===== src/rtl/cache_pkg.sv =====
// Shared constants, state type and byte-lane helper for the cache line refill path.
package cache_pkg;

    localparam int LINE_BYTES = 8;
    localparam int OFFSET_W   = 3;
    localparam int LINE_W     = 64;
    localparam int LANE_W     = LINE_W / LINE_BYTES;

    typedef enum logic [1:0] {
        IDLE,
        WB,
        FILL,
        DONE
    } refill_state_t;

    function automatic logic [LANE_W-1:0] byte_lane(input logic [LINE_W-1:0]   line,
                                                    input logic [OFFSET_W-1:0] idx);
        return line[idx*LANE_W +: LANE_W];
    endfunction

endpackage


===== src/rtl/refill_beat_ctr.sv =====
// Beat counter shared by the writeback and fill phases: loadable start offset,
// wrapping increment, and a done flag raised by the increment that completes a line.
module refill_beat_ctr
    import cache_pkg::*;
#(
    parameter int W = OFFSET_W
) (
    input  logic         clk,
    input  logic         rst,
    input  logic         load,
    input  logic [W-1:0] start,
    input  logic         inc,
    output logic [W-1:0] cnt,
    output logic [W-1:0] next_cnt,
    output logic         done
);

    // Beats completed since the last load; independent of the wrapping offset.
    logic [W-1:0] beats;

    always_comb begin
        next_cnt = cnt;
        if (load)
            next_cnt = start;
        else if (inc)
            next_cnt = cnt + 1'b1;
    end

    assign done = inc & (beats == '1);

    always_ff @(posedge clk or posedge rst) begin
        if (rst) begin
            cnt   <= '0;
            beats <= '0;
        end else if (load) begin
            cnt   <= start;
            beats <= '0;
        end else if (inc) begin
            cnt   <= cnt + 1'b1;
            beats <= beats + 1'b1;
        end
    end

endmodule


===== src/rtl/cache_line_refill.sv =====
// Line transfer engine: optional dirty-victim writeback then a byte-beat line fill.
// Define CACHE_REFILL_CWF_EN to start the fill at the requested byte (critical word first).
module cache_line_refill
    import cache_pkg::*;
#(
    parameter int ADDR_W = 32,
    parameter int BYTE_W = 8,
    parameter int BEATS  = 8
) (
    input  logic                     clk,
    input  logic                     rst,
    input  logic                     req_valid,
    output logic                     req_ready,
    input  logic [ADDR_W-1:0]        req_fill_addr,
    input  logic                     req_wb,
    input  logic [ADDR_W-1:0]        req_wb_addr,
    input  logic [BEATS*BYTE_W-1:0]  req_wb_data,
    output logic                     resp_valid,
    output logic [BEATS*BYTE_W-1:0]  resp_data,
    output logic                     mem_req,
    output logic                     mem_we,
    output logic [ADDR_W-1:0]        mem_addr,
    output logic [BYTE_W-1:0]        mem_wdata,
    input  logic                     mem_ack,
    input  logic [BYTE_W-1:0]        mem_rdata,
    output logic                     busy
);

    refill_state_t              state;
    logic [ADDR_W-OFFSET_W-1:0] fill_base;
    logic [ADDR_W-OFFSET_W-1:0] wb_base;
    logic [OFFSET_W-1:0]        fill_start;
    logic [LINE_W-1:0]          wb_line;
    logic [LINE_W-1:0]          line_buf;
    logic [LINE_W-1:0]          line_next;

    logic                accept;
    logic                beat_ack;
    logic [OFFSET_W-1:0] start_off;
    logic                ctr_load;
    logic [OFFSET_W-1:0] ctr_start;
    logic [OFFSET_W-1:0] ctr_cnt;
    logic [OFFSET_W-1:0] ctr_next;
    logic                ctr_done;
    logic                unused_bits;

`ifdef CACHE_REFILL_CWF_EN
    assign start_off   = req_fill_addr[OFFSET_W-1:0];
    assign unused_bits = ^req_wb_addr[OFFSET_W-1:0];
`else
    assign start_off   = '0;
    assign unused_bits = ^{req_wb_addr[OFFSET_W-1:0], req_fill_addr[OFFSET_W-1:0]};
`endif

    assign req_ready = (state == IDLE);
    assign busy      = (state != IDLE);
    assign accept    = req_valid & req_ready;
    assign beat_ack  = mem_req & mem_ack;

    // The counter is reloaded with the fill start on the last writeback ack,
    // so the fill begins on the very next cycle without a bubble.
    assign ctr_load  = accept | ((state == WB) & ctr_done);
    assign ctr_start = (state == IDLE) ? (req_wb ? '0 : start_off) : fill_start;

    refill_beat_ctr #(.W(OFFSET_W)) u_beat_ctr (
        .clk      (clk),
        .rst      (rst),
        .load     (ctr_load),
        .start    (ctr_start),
        .inc      (beat_ack),
        .cnt      (ctr_cnt),
        .next_cnt (ctr_next),
        .done     (ctr_done)
    );

    always_comb begin
        line_next = line_buf;
        line_next[ctr_cnt*BYTE_W +: BYTE_W] = mem_rdata;
    end

    always_ff @(posedge clk or posedge rst) begin
        if (rst) begin
            state      <= IDLE;
            fill_base  <= '0;
            wb_base    <= '0;
            fill_start <= '0;
            wb_line    <= '0;
            line_buf   <= '0;
            resp_valid <= 1'b0;
            resp_data  <= '0;
            mem_req    <= 1'b0;
            mem_we     <= 1'b0;
            mem_addr   <= '0;
            mem_wdata  <= '0;
        end else begin
            resp_valid <= 1'b0;
            case (state)
                IDLE: begin
                    if (accept) begin
                        fill_base  <= req_fill_addr[ADDR_W-1:OFFSET_W];
                        wb_base    <= req_wb_addr[ADDR_W-1:OFFSET_W];
                        fill_start <= start_off;
                        wb_line    <= req_wb_data;
                        mem_req    <= 1'b1;
                        if (req_wb) begin
                            state     <= WB;
                            mem_we    <= 1'b1;
                            mem_addr  <= {req_wb_addr[ADDR_W-1:OFFSET_W], {OFFSET_W{1'b0}}};
                            mem_wdata <= byte_lane(req_wb_data, '0);
                        end else begin
                            state     <= FILL;
                            mem_we    <= 1'b0;
                            mem_addr  <= {req_fill_addr[ADDR_W-1:OFFSET_W], start_off};
                            mem_wdata <= '0;
                        end
                    end
                end
                WB: begin
                    if (beat_ack) begin
                        if (ctr_done) begin
                            state     <= FILL;
                            mem_we    <= 1'b0;
                            mem_addr  <= {fill_base, fill_start};
                            mem_wdata <= '0;
                        end else begin
                            mem_addr  <= {wb_base, ctr_next};
                            mem_wdata <= byte_lane(wb_line, ctr_next);
                        end
                    end
                end
                FILL: begin
                    if (beat_ack) begin
                        line_buf <= line_next;
                        if (ctr_done) begin
                            state      <= DONE;
                            mem_req    <= 1'b0;
                            mem_addr   <= '0;
                            resp_valid <= 1'b1;
                            resp_data  <= line_next;
                        end else begin
                            mem_addr <= {fill_base, ctr_next};
                        end
                    end
                end
                DONE: begin
                    state <= IDLE;
                end
                default: state <= IDLE;
            endcase
        end
    end

endmodule


===== config.mk =====
export PLATFORM = sky130hd
export DESIGN_NAME = cache_line_refill
export DESIGN_NICKNAME = d
export VERILOG_FILES = /design/src/rtl/cache_pkg.sv /design/src/rtl/refill_beat_ctr.sv /design/src/rtl/cache_line_refill.sv
export SDC_FILE = /design/constraint.sdc
export NUM_CORES = 1
export LEC_CHECK = 0
export BUFFER_PORTS_ARGS = -buffer_cell sky130_fd_sc_hd__buf_2
export CELL_PAD_IN_SITES_DETAIL_PLACEMENT = 1
export CELL_PAD_IN_SITES_GLOBAL_PLACEMENT = 1
export CORE_MARGIN = 2
export CORE_UTILIZATION = 48
export CTS_CLUSTER_SIZE = 14
export DETAILED_ROUTE_END_ITERATION = 10
export GPL_ROUTABILITY_DRIVEN = 0
export PLACE_DENSITY_LB_ADDON = 0.3
export RECOVER_POWER = 50
export SLEW_MARGIN = 15
export SYNTH_ARGS = -nofsm -noshare
export SYNTH_HDL_FRONTEND = slang
export SYNTH_SLANG_ARGS = --single-unit
export TNS_END_PERCENT = 50

===== constraint.sdc =====
create_clock -name clk -period 14.74 [get_ports clk]
set_input_delay 0.737 -clock clk [delete_from_list [all_inputs] [get_ports clk]]
set_output_delay 0.737 -clock clk [all_outputs]
set_load 0.01 [all_outputs]

==> results.sh, run 1 <==
export IMPL_fill_cells=3080
export IMPL_crit_type="in -> async"
export IMPL_rsz0062_at_grt="no"
export IMPL_outcome="finished, violations left"
export IMPL_synth_area_mux_share_pct=18.5
export IMPL_vias_per_cell=5.54
export IMPL_dp_cells=1707
export IMPL_clock_latency_ns=0.51
export IMPL_min_path_cells=3
export IMPL_maxCapViolations=4
export IMPL_totalWireLength_um=36200
export IMPL_grt_pass1_wl_um=57100
export IMPL_grt_ovfl_total=0
export IMPL_cp_max_fo=107
export IMPL_power_density_nw_per_um2=110
export IMPL_crit_path_start_kind="primary input"
export IMPL_synth_distinct_cells=53
export IMPL_slew_violations=282
export IMPL_cts_tree="built"
export IMPL_synth_ff_type="dfrtp_1"
export IMPL_hpwl_um=23500
export IMPL_finalSetupTns_ns=0
export IMPL_final_cell_mix="301 x dfrtp_1, 172 x mux2_2, 155 x nand2_1, 136 x buf_2, 114 x clkbuf_1"
export IMPL_final_common_cell="dfrtp_1"
export IMPL_cts_resized=0
export IMPL_ys_ff_latch=301
export IMPL_area_delta_synth_final_pct=18.0
export IMPL_htree_levels=2
export IMPL_netlist_area_um2=13500
export IMPL_irDropWorstVdd_mv=0.0898
export IMPL_setup_viol=0
export IMPL_wire_per_inst_um=20.4
export IMPL_path_delay_family="buffers and inverters"
export IMPL_cts_root_buf="clkbuf_16"
export IMPL_drt_first_iter_violations=594
export IMPL_syn_num_nets=1309
export IMPL_fmax_ghz=0.141
export IMPL_grt_max_degree=126
export IMPL_synth_cells=1158
export IMPL_clock_sinks=301
export IMPL_arrival_ns=7.57
export IMPL_synth_avg_cell_area_um2=11.7
export IMPL_yosys_warnings=0
export IMPL_tightest_slew_ns=4.72
export IMPL_final_antenna_net_count=0
export IMPL_drive_gt1_share_pct=28.3
export IMPL_drt_pass1_iter_count=4
export IMPL_post_cts_setup_buffers=0
export IMPL_synth_simple_area_share_pct=8.75
export IMPL_final_hold_viol_count=0
export IMPL_violations="capacitance limit, slew limit"
export IMPL_num_nets_final=1516
export IMPL_clk_pin_slew_ns=0.06
export IMPL_path_buf_inv=4
export IMPL_hold_class="in -> reg"
export IMPL_post_route_min_period_ns=7.09
export IMPL_antenna_found_initial=8
export IMPL_num_vias=9825
export IMPL_die_w_um=172
export IMPL_clock_path_buffers=3
export IMPL_ys_seq_area_share_pct=55.7
export IMPL_ctsHoldBuffers=0
export IMPL_grt_util_all_layers_pct=24.8
export IMPL_rr_worst_depth=5
export IMPL_cts_buffers_inserted=34
export IMPL_grt_pass1_vias=10500
export IMPL_slowest_stage="clkbuf_1"
export IMPL_max_slew_margin_rel_pct=-217
export IMPL_fp_row_count=61
export IMPL_endpoint_kind="asynchronous set/reset pin"
export IMPL_yosys_area_share_adder_pct=0.925
export IMPL_synth_edf_count=0
export IMPL_leakagePower_nw=7.65
export IMPL_pin_count=250
export IMPL_cp_num_cells=4
export IMPL_synth_xor_area_share_pct=0.398
export IMPL_finalCritPeriodShare_pct=48.1
export IMPL_synth_compound_area_share_pct=12.4
export IMPL_critPathMaxStageDelay_ns=2.88
export IMPL_drc=0
export IMPL_final_cells=1773
export IMPL_port_buffers=243
export IMPL_dieArea_um2=29500
export IMPL_initial_core_util_pct=48.7
export IMPL_die_h_um=172
export IMPL_cp_required_ns=15.22
export IMPL_clock_skew_ns=0.0228
export IMPL_synthArstFlopShare_pct=100
export IMPL_core_area_um2=27800
export IMPL_synth_top_family_by_area="multiplexers"
export IMPL_worstPathCellList="buf_2 -> clkinvlp_2 -> clkbuf_1 -> buf_4"
through the flow:
| stage | setup WS, ns | power, mW | hold slack (ns) | utilization (%) | cell area [um^2] |
|---|---|---|---|---|---|
| final | 7.65 | 1.76 | 0.444 | 57.4 | 16000 |
| after global routing | 6.27 | 1.81 | 0.445 | 57.4 | 15900 |
| after CTS | 11.32 | 1.78 | 0.387 | 57.9 | 16100 |
| after detailed placement | 11.31 | 0.901 | 0.463 | 53.7 | 14900 |
| after global placement | 11.35 | 0.899 | 0.456 | 53.7 | 14900 |
| after floorplan | 5.69 | 0.868 | 0.450 | - | 13500 |
where the power goes:
group | switching [mW] | internal, mW
sequential | 0.000644 | 0.828
combinational | 0.0375 | 0.0182
clock | 0.336 | 0.537
total | 0.374 | 1.38
sequential cells by signal, indices dropped and copies added (netlist names):
name / cells
fill_base: 29
line_buf: 64
mem_addr: 32
mem_req: 1
mem_wdata: 8
mem_we: 1
resp_data: 64
resp_valid: 1
state: 2
u_beat_ctr.beats: 3
u_beat_ctr.cnt: 3
wb_base: 29
wb_line: 64
cell usage after synthesis, drive strengths merged (2+ instances only):
master | n | area [um^2]
clkbuf | 52 | 196
nand4 | 3 | 18.8
mux2i | 55 | 554
and2 | 5 | 33.8
xnor2 | 4 | 53.8
a221oi | 30 | 269
o221ai | 7 | 61.3
buf | 32 | 203
o21ai | 107 | 539
o311ai | 7 | 76.3
nand2b | 4 | 25.0
a21oi | 23 | 115
a31oi | 4 | 31.3
inv | 11 | 41.3
mux2 | 173 | 1950
nor3 | 3 | 15.0
nand3 | 7 | 35.0
o31ai | 31 | 233
and3 | 2 | 12.5
a211oi | 29 | 218
nand3b | 2 | 27.5
o22ai | 8 | 50.1
ha | 10 | 125
nor2 | 37 | 139
or2 | 5 | 31.3
dfrtp | 301 | 7530
nand2 | 158 | 601
a21o | 7 | 52.6
nor2b | 33 | 206
kinds of logic after synthesis:
group           after synthesis
mux                         228
buf+inv                      95
flops                       301
compound gates              257
xor+xnor                      4
simple gates                263
fa+ha+maj                    10
routing by layer:
layer	global-route usage [%]	part of all wire, %
met1	31.3	42
met4	7.53	2.3
met3	5.68	5.2
met2	42.5	50
met5	0	0.036
layout make-up:
cell class / count / area [um^2] / share of cell area [%]
multi-input cells: 762 / 5560 / 34.9
clock buffers: 48 / 1030 / 6.44
inverters: 11 / 42.5 / 0.267
diodes: 7 / 17.5 / 0.110
well taps: 378 / 473 / 2.97
repair buffers: 255 / 1160 / 7.30
clock inverters: 11 / 133 / 0.832
flip-flops and latches: 301 / 7530 / 47.2
worst reg2reg max path, cell delays in order, from the launching register on:
cell and delay (ns):
dfrtp_1 0.40, inv_1 0.13, ha_1 0.38, and2_0 2.36, buf_4 1.07, mux2_2 0.51
worst paths after layout:
path | start | to | slack [ns]
max | rst | fill_base[5]$_DFFE_PP0P_ | 7.65
min | req_wb_data[63] | wb_line[63]$_DFFE_PP0P_ | 0.44
max in group clk | state[1]$_DFFE_PP0P_ | fill_base[26]$_DFFE_PP0P_ | 9.75
max reg2reg | state[1]$_DFFE_PP0P_ | fill_base[26]$_DFFE_PP0P_ | 9.75
min reg2reg | resp_data[16]$_DFFE_PP0P_ | resp_data[16]$_DFFE_PP0P_ | 0.47
min in group asynchronous | rst | resp_valid$_DFF_PP0_ | 1.66
(Power assumes the default switching activity.)
==> run 2: changes to the inputs <==
CORE_UTILIZATION = 44   (was 48)
clock period = 7.25 ns   (was 14.74 ns; I/O delays follow)
==> run 2 against run 1 <==
Against the previous run:
- the run still ends with capacitance limit, slew limit left
- via count is 0.15% lower
- clock skew is 0.00081 ns lower
- first-iteration DRC count is 18% lower
- count of clock-buffer cells in the layout is 7 higher
- register-to-register slack worse by 5.9 ns
- global-route usage is 2.4 points lower
- final cell count is 1.1% higher
==> results.sh, run 2 (synthesized netlist as in run 1, its figures left out) <==
export IMPL_outcome="finished, violations left"
export IMPL_violations="capacitance limit, slew limit"
export IMPL_antenna_found_initial=5
export IMPL_final_antenna_net_count=0
export IMPL_core_area_um2=30400
export IMPL_crit_path_start_kind="primary input"
export IMPL_grt_ovfl_total=0
export IMPL_min_path_cells=2
export IMPL_final_common_cell="dfrtp_1"
export IMPL_clock_sinks=301
export IMPL_wire_per_inst_um=19.9
export IMPL_setup_viol=0
export IMPL_grt_pass1_vias=10300
export IMPL_drt_first_iter_violations=490
export IMPL_reg_top3="line_buf (64), resp_data (64), wb_line (64)"
export IMPL_rsz0062_at_grt="no"
export IMPL_grt_pass1_wl_um=56800
export IMPL_final_core_utilization_pct=52.7
export IMPL_leakagePower_nw=7.68
export IMPL_num_nets_final=1518
export IMPL_vias_per_cell=5.47
export IMPL_grt_max_degree=135
export IMPL_hpwl_um=23400
export IMPL_dpl_cell_area_um2=15000
export IMPL_fp_row_count=64
export IMPL_tightest_slew_ns=3.37
export IMPL_clock_latency_ns=0.51
export IMPL_post_route_min_period_ns=4.16
export IMPL_regArea_um2=7530
export IMPL_final_hold_viol_count=0
export IMPL_die_h_um=179
export IMPL_slew_violations=290
export IMPL_hold_start="req_wb_data[31]"
export IMPL_max_slew_margin_rel_pct=-125
export IMPL_cp_required_ns=7.10
export IMPL_arrival_ns=4.01
export IMPL_cts_buffers_inserted=35
export IMPL_hold_class="in -> reg"
export IMPL_post_cts_setup_buffers=0
export IMPL_final_cell_mix="301 x dfrtp_1, 172 x mux2_2, 155 x nand2_1, 136 x buf_2, 116 x clkbuf_1"
export IMPL_die_w_um=179
export IMPL_maxCapViolations=3
export IMPL_power_density_nw_per_um2=226
export IMPL_grt_util_all_layers_pct=22.4
export IMPL_drive_gt1_share_pct=28.4
export IMPL_port_buffers=243
export IMPL_cts_root_buf="clkbuf_16"
export IMPL_initial_core_util_pct=44.4
export IMPL_num_vias=9810
export IMPL_clk_pin_slew_ns=0.07
export IMPL_endpoint_kind="asynchronous set/reset pin"
export IMPL_cts_tree="built"
export IMPL_pin_count=250
export IMPL_rr_worst_depth=6
export IMPL_area_delta_synth_final_pct=18.6
export IMPL_fill_cells=3331
export IMPL_r2r_start="u_beat_ctr.cnt[0]$_DFF_PP0_"
export IMPL_cp_max_fo=134
export IMPL_clock_path_buffers=3
export IMPL_dieArea_um2=32100
export IMPL_crit_type="in -> async"
export IMPL_drt_pass1_iter_count=4
export IMPL_finalCritPeriodShare_pct=57.4
export IMPL_multi_input_area_um2=5560
export IMPL_final_area_um2=16000
export IMPL_min_to="wb_line[31]$_DFFE_PP0P_"
export IMPL_finalSetupTns_ns=0
export IMPL_irDropWorstVdd_mv=0.185
export IMPL_worst_r2r_endpoint="line_buf[46]$_DFFE_PP0P_"
export IMPL_fmax_ghz=0.240
export IMPL_drc=0
export IMPL_rrSetupSlack_ns=3.87
export IMPL_htree_levels=2
export IMPL_totalWireLength_um=35600
export IMPL_clock_skew_ns=0.0220
==> run 2: worst max path at each step <==
stage,end,slack (ns),startpoint
detailed placement,line_buf[45]$_DFFE_PP0P_,3.91,u_beat_ctr.cnt[0]$_DFF_PP0_
global route,mem_addr[3]$_DFFE_PP0P_,2.37,rst
global placement,line_buf[41]$_DFFE_PP0P_,4.01,u_beat_ctr.cnt[0]$_DFF_PP0_
finish,wb_line[51]$_DFFE_PP0P_,3.09,rst
floorplan,fill_base[0]$_DFFE_PP0P_,2.89,rst
CTS,line_buf[44]$_DFFE_PP0P_,3.89,u_beat_ctr.cnt[0]$_DFF_PP0_
==> run 2: stage by stage <==
stage	setup WS (ns)	cells	power, mW	hold WS [ns]
4_1_cts	3.89	1787	3.68	0.0597
2_1_floorplan	2.89	1158	1.77	0.450
5_1_grt	2.37	1791	3.76	0.0636
6_report	3.09	1793	3.63	0.0863
3_3_place_gp	4.01	1724	1.83	0.456
3_5_place_dp	3.91	1724	1.83	0.462
==> run 2: cell type report <==
type / instances / share of cell area [%]
Multi-Input combinational cell: 762 / 34.7
Clock buffer: 55 / 6.82
Sequential cell: 301 / 47.0
Inverter: 11 / 0.265
Clock inverter: 8 / 0.734
Timing Repair Buffer: 256 / 7.32
Antenna cell: 4 / 0.0625
Tap cell: 396 / 3.09
==> run 2: worst max-delay path, stage by stage <==
cell and delay [ns]:
dlygate4sd3_1 0.54, clkbuf_1 0.10, clkinvlp_2 0.45, clkbuf_2 2.41
==> run 2: where the power goes <==
group	switching, mW	internal (mW)	leakage, nW
Sequential	0.00142	1.68	4.18
Combinational	0.0760	0.0369	2.90
Clock	0.690	1.14	0.596
Total	0.767	2.86	7.68
==> run 2: per-layer routing <==
metal | vias up | wire length, um | track usage, %
met3 | 47 | 2010 | 5.62
met5 | - | 23 | 0
met4 | 4 | 617 | 6.22
met1 | 4982 | 15300 | 28.8
li1 | 4565 | - | -
met2 | 212 | 17700 | 37.6
==> run 2: repair_timing <==
item                                   CTS  global route
hold buffers                             0             1
gates resized for setup                  0             0
endpoints found under the hold margin    0            14
==> run 3: changes to the inputs <==
clock period = 3.85 ns   (was 7.25 ns; I/O delays follow)
==> run 3 against run 2 <==
Against the previous run:
- clock power rose by 84%
- the run still ends with capacitance limit, slew limit left
- final cell count rose by 6.9%
- via count rose by 7.6%
- clock skew fell by 0.0083 ns
- worst hold slack improved by 0.045 ns
- global-route usage rose by 3.3 points
- register-to-register slack got worse by 3.0 ns
- die area did not move
- utilization rose by 4.1 points
- combinational power rose to 2.9 times the previous value
- cell area rose by 7.8%
- critical path type unchanged
- total power rose by 89%
==> results.sh, run 3 (synthesized netlist as in run 1, its figures left out) <==
export IMPL_area_delta_synth_final_pct=27.8
export IMPL_globalRouteMet1Util_pct=31.3
export IMPL_wire_per_inst_um=21.3
export IMPL_p_int_mw=5.37
export IMPL_cts_resized=0
export IMPL_hold_ws_ns=0.132
export IMPL_final_cell_mix="301 x dfrtp_1, 172 x mux2_2, 161 x buf_2, 155 x nand2_1, 123 x dlygate4sd3_1"
export IMPL_final_core_utilization_pct=56.8
export IMPL_reg_top3="line_buf (64), resp_data (64), wb_line (64)"
export IMPL_power_frac_comb_pct=4.8
export IMPL_clock_path_buffers=3
export IMPL_die_h_um=179
export IMPL_cp_required_ns=3.88
export IMPL_grt_pass1_wl_um=64500
export IMPL_clk_pin_slew_ns=0.06
export IMPL_grt_ovfl_total=0
export IMPL_drc=0
export IMPL_grt_util_met2_pct=45.3
export IMPL_dieArea_um2=32100
export IMPL_initial_core_util_pct=44.4
export IMPL_violations="capacitance limit, slew limit"
export IMPL_switching_power_mw=1.49
export IMPL_final_common_cell="dfrtp_1"
export IMPL_hpwl_um=24100
export IMPL_cts_buffers_inserted=34
export IMPL_busiest_layer="met2"
export IMPL_clock_latency_ns=0.52
export IMPL_clock_sinks=301
export IMPL_rsz0062_at_grt="no"
export IMPL_slew_violations=245
export IMPL_irDropWorstVdd_mv=0.298
export IMPL_finalCritPeriodShare_pct=79.6
export IMPL_finalSetupTns_ns=0
export IMPL_cts_tree="built"
export IMPL_core_area_um2=30400
export IMPL_outcome="finished, violations left"
export IMPL_antenna_found_initial=3
export IMPL_cp_max_fo=118
export IMPL_fmax_ghz=0.326
export IMPL_num_vias=10600
export IMPL_grt_pass1_vias=11600
export IMPL_arrival_ns=3.09
export IMPL_swShare_pct=21.7
export IMPL_crit_type="in -> async"
export IMPL_pwr_share_clk_pct=49.0
export IMPL_htree_levels=2
export IMPL_pin_count=250
export IMPL_die_w_um=179
export IMPL_final_hold_viol_count=0
export IMPL_pwr_share_seq_pct=46.3
export IMPL_drt_first_iter_violations=515
export IMPL_power_density_nw_per_um2=397
export IMPL_vias_per_cell=5.51
export IMPL_num_nets_final=1647
export IMPL_grt_util_all_layers_pct=25.7
export IMPL_grt_use_met3_pct=4.96
export IMPL_power_total_mw=6.85
export IMPL_final_antenna_net_count=0
export IMPL_fp_row_count=64
export IMPL_drt_pass1_iter_count=5
export IMPL_endpoint_kind="asynchronous set/reset pin"
export IMPL_cts_root_buf="clkbuf_16"
export IMPL_grt_max_degree=119
export IMPL_totalWireLength_um=40700
export IMPL_leakagePower_nw=8.29
export IMPL_max_slew_margin_rel_pct=-80.5
export IMPL_drive_gt1_share_pct=27.7
export IMPL_hold_class="in -> reg"
export IMPL_tightest_slew_ns=2.71
export IMPL_crit_path_start_kind="primary input"
export IMPL_setup_viol=0
export IMPL_clock_skew_ns=0.0136
export IMPL_maxCapViolations=3
export IMPL_port_buffers=243
export IMPL_post_route_min_period_ns=3.06
## run 3: path summary, 6_finish.rpt
| path | slack (ns) | from | to | cells past startpoint |
|---|---|---|---|---|
| setup reg to reg | 0.84 | u_beat_ctr.cnt[0]$_DFF_PP0_ | line_buf[26]$_DFFE_PP0P_ | 6 |
| hold reg to reg | 0.48 | mem_addr[27]$_DFFE_PP0P_ | mem_addr[27]$_DFFE_PP0P_ | 2 |
| min in group asynchronous | 0.15 | rst | fill_base[25]$_DFFE_PP0P_ | 3 |
| max in group clk | 0.84 | u_beat_ctr.cnt[0]$_DFF_PP0_ | line_buf[26]$_DFFE_PP0P_ | 6 |
| setup / recovery | 0.79 | rst | wb_line[47]$_DFFE_PP0P_ | 4 |
| hold / removal | 0.13 | mem_rdata[3] | resp_data[35]$_DFFE_PP0P_ | 3 |
## run 3: cell type report
type	instances	area, um^2
Fill cell	3266	13200
Sequential cell	301	7530
Multi-Input combinational cell	762	5570
Timing Repair Buffer	386	2490
Clock buffer	53	1040
Tap cell	396	495
Clock inverter	5	100
Inverter	11	42.5
Antenna cell	3	7.51
## run 3: critical path: stages
cell and delay [ns]:
dlygate4sd3_1 0.53, buf_2 0.12, clkinvlp_2 0.17, buf_2 1.89
## run 3: per-stage QoR
step	setup WS (ns)	cells	instance area, um^2
finish	0.787	1917	17300
global route	0.304	1916	17300
CTS	0.818	1914	17400
detailed placement	0.840	1733	15000
global placement	0.939	1733	15000
floorplan	-0.344	1158	13500
## run 3: routing by layer
layer / wire (um) / part of all wire (%)
met1: 16500 / 41
met2: 20900 / 51
met3: 1980 / 4.9
met4: 1380 / 3.4
met5: 0 / 0
## run 3: power groups by stage
stage / registers, mW / logic (mW) / clock network [mW]
6_report: 3.17 / 0.326 / 3.36
5_1_grt: 3.17 / 0.357 / 3.55
4_1_cts: 3.17 / 0.326 / 3.40
3_5_place_dp: 3.23 / 0.225 / 0
3_3_place_gp: 3.23 / 0.220 / 0
2_1_floorplan: 3.23 / 0.0940 / 0
## run 3: timing repair
action                                 in CTS  in global routing
hold buffers                              123                  0
endpoints found under the hold margin     249                  0
setup buffers                               0                  0
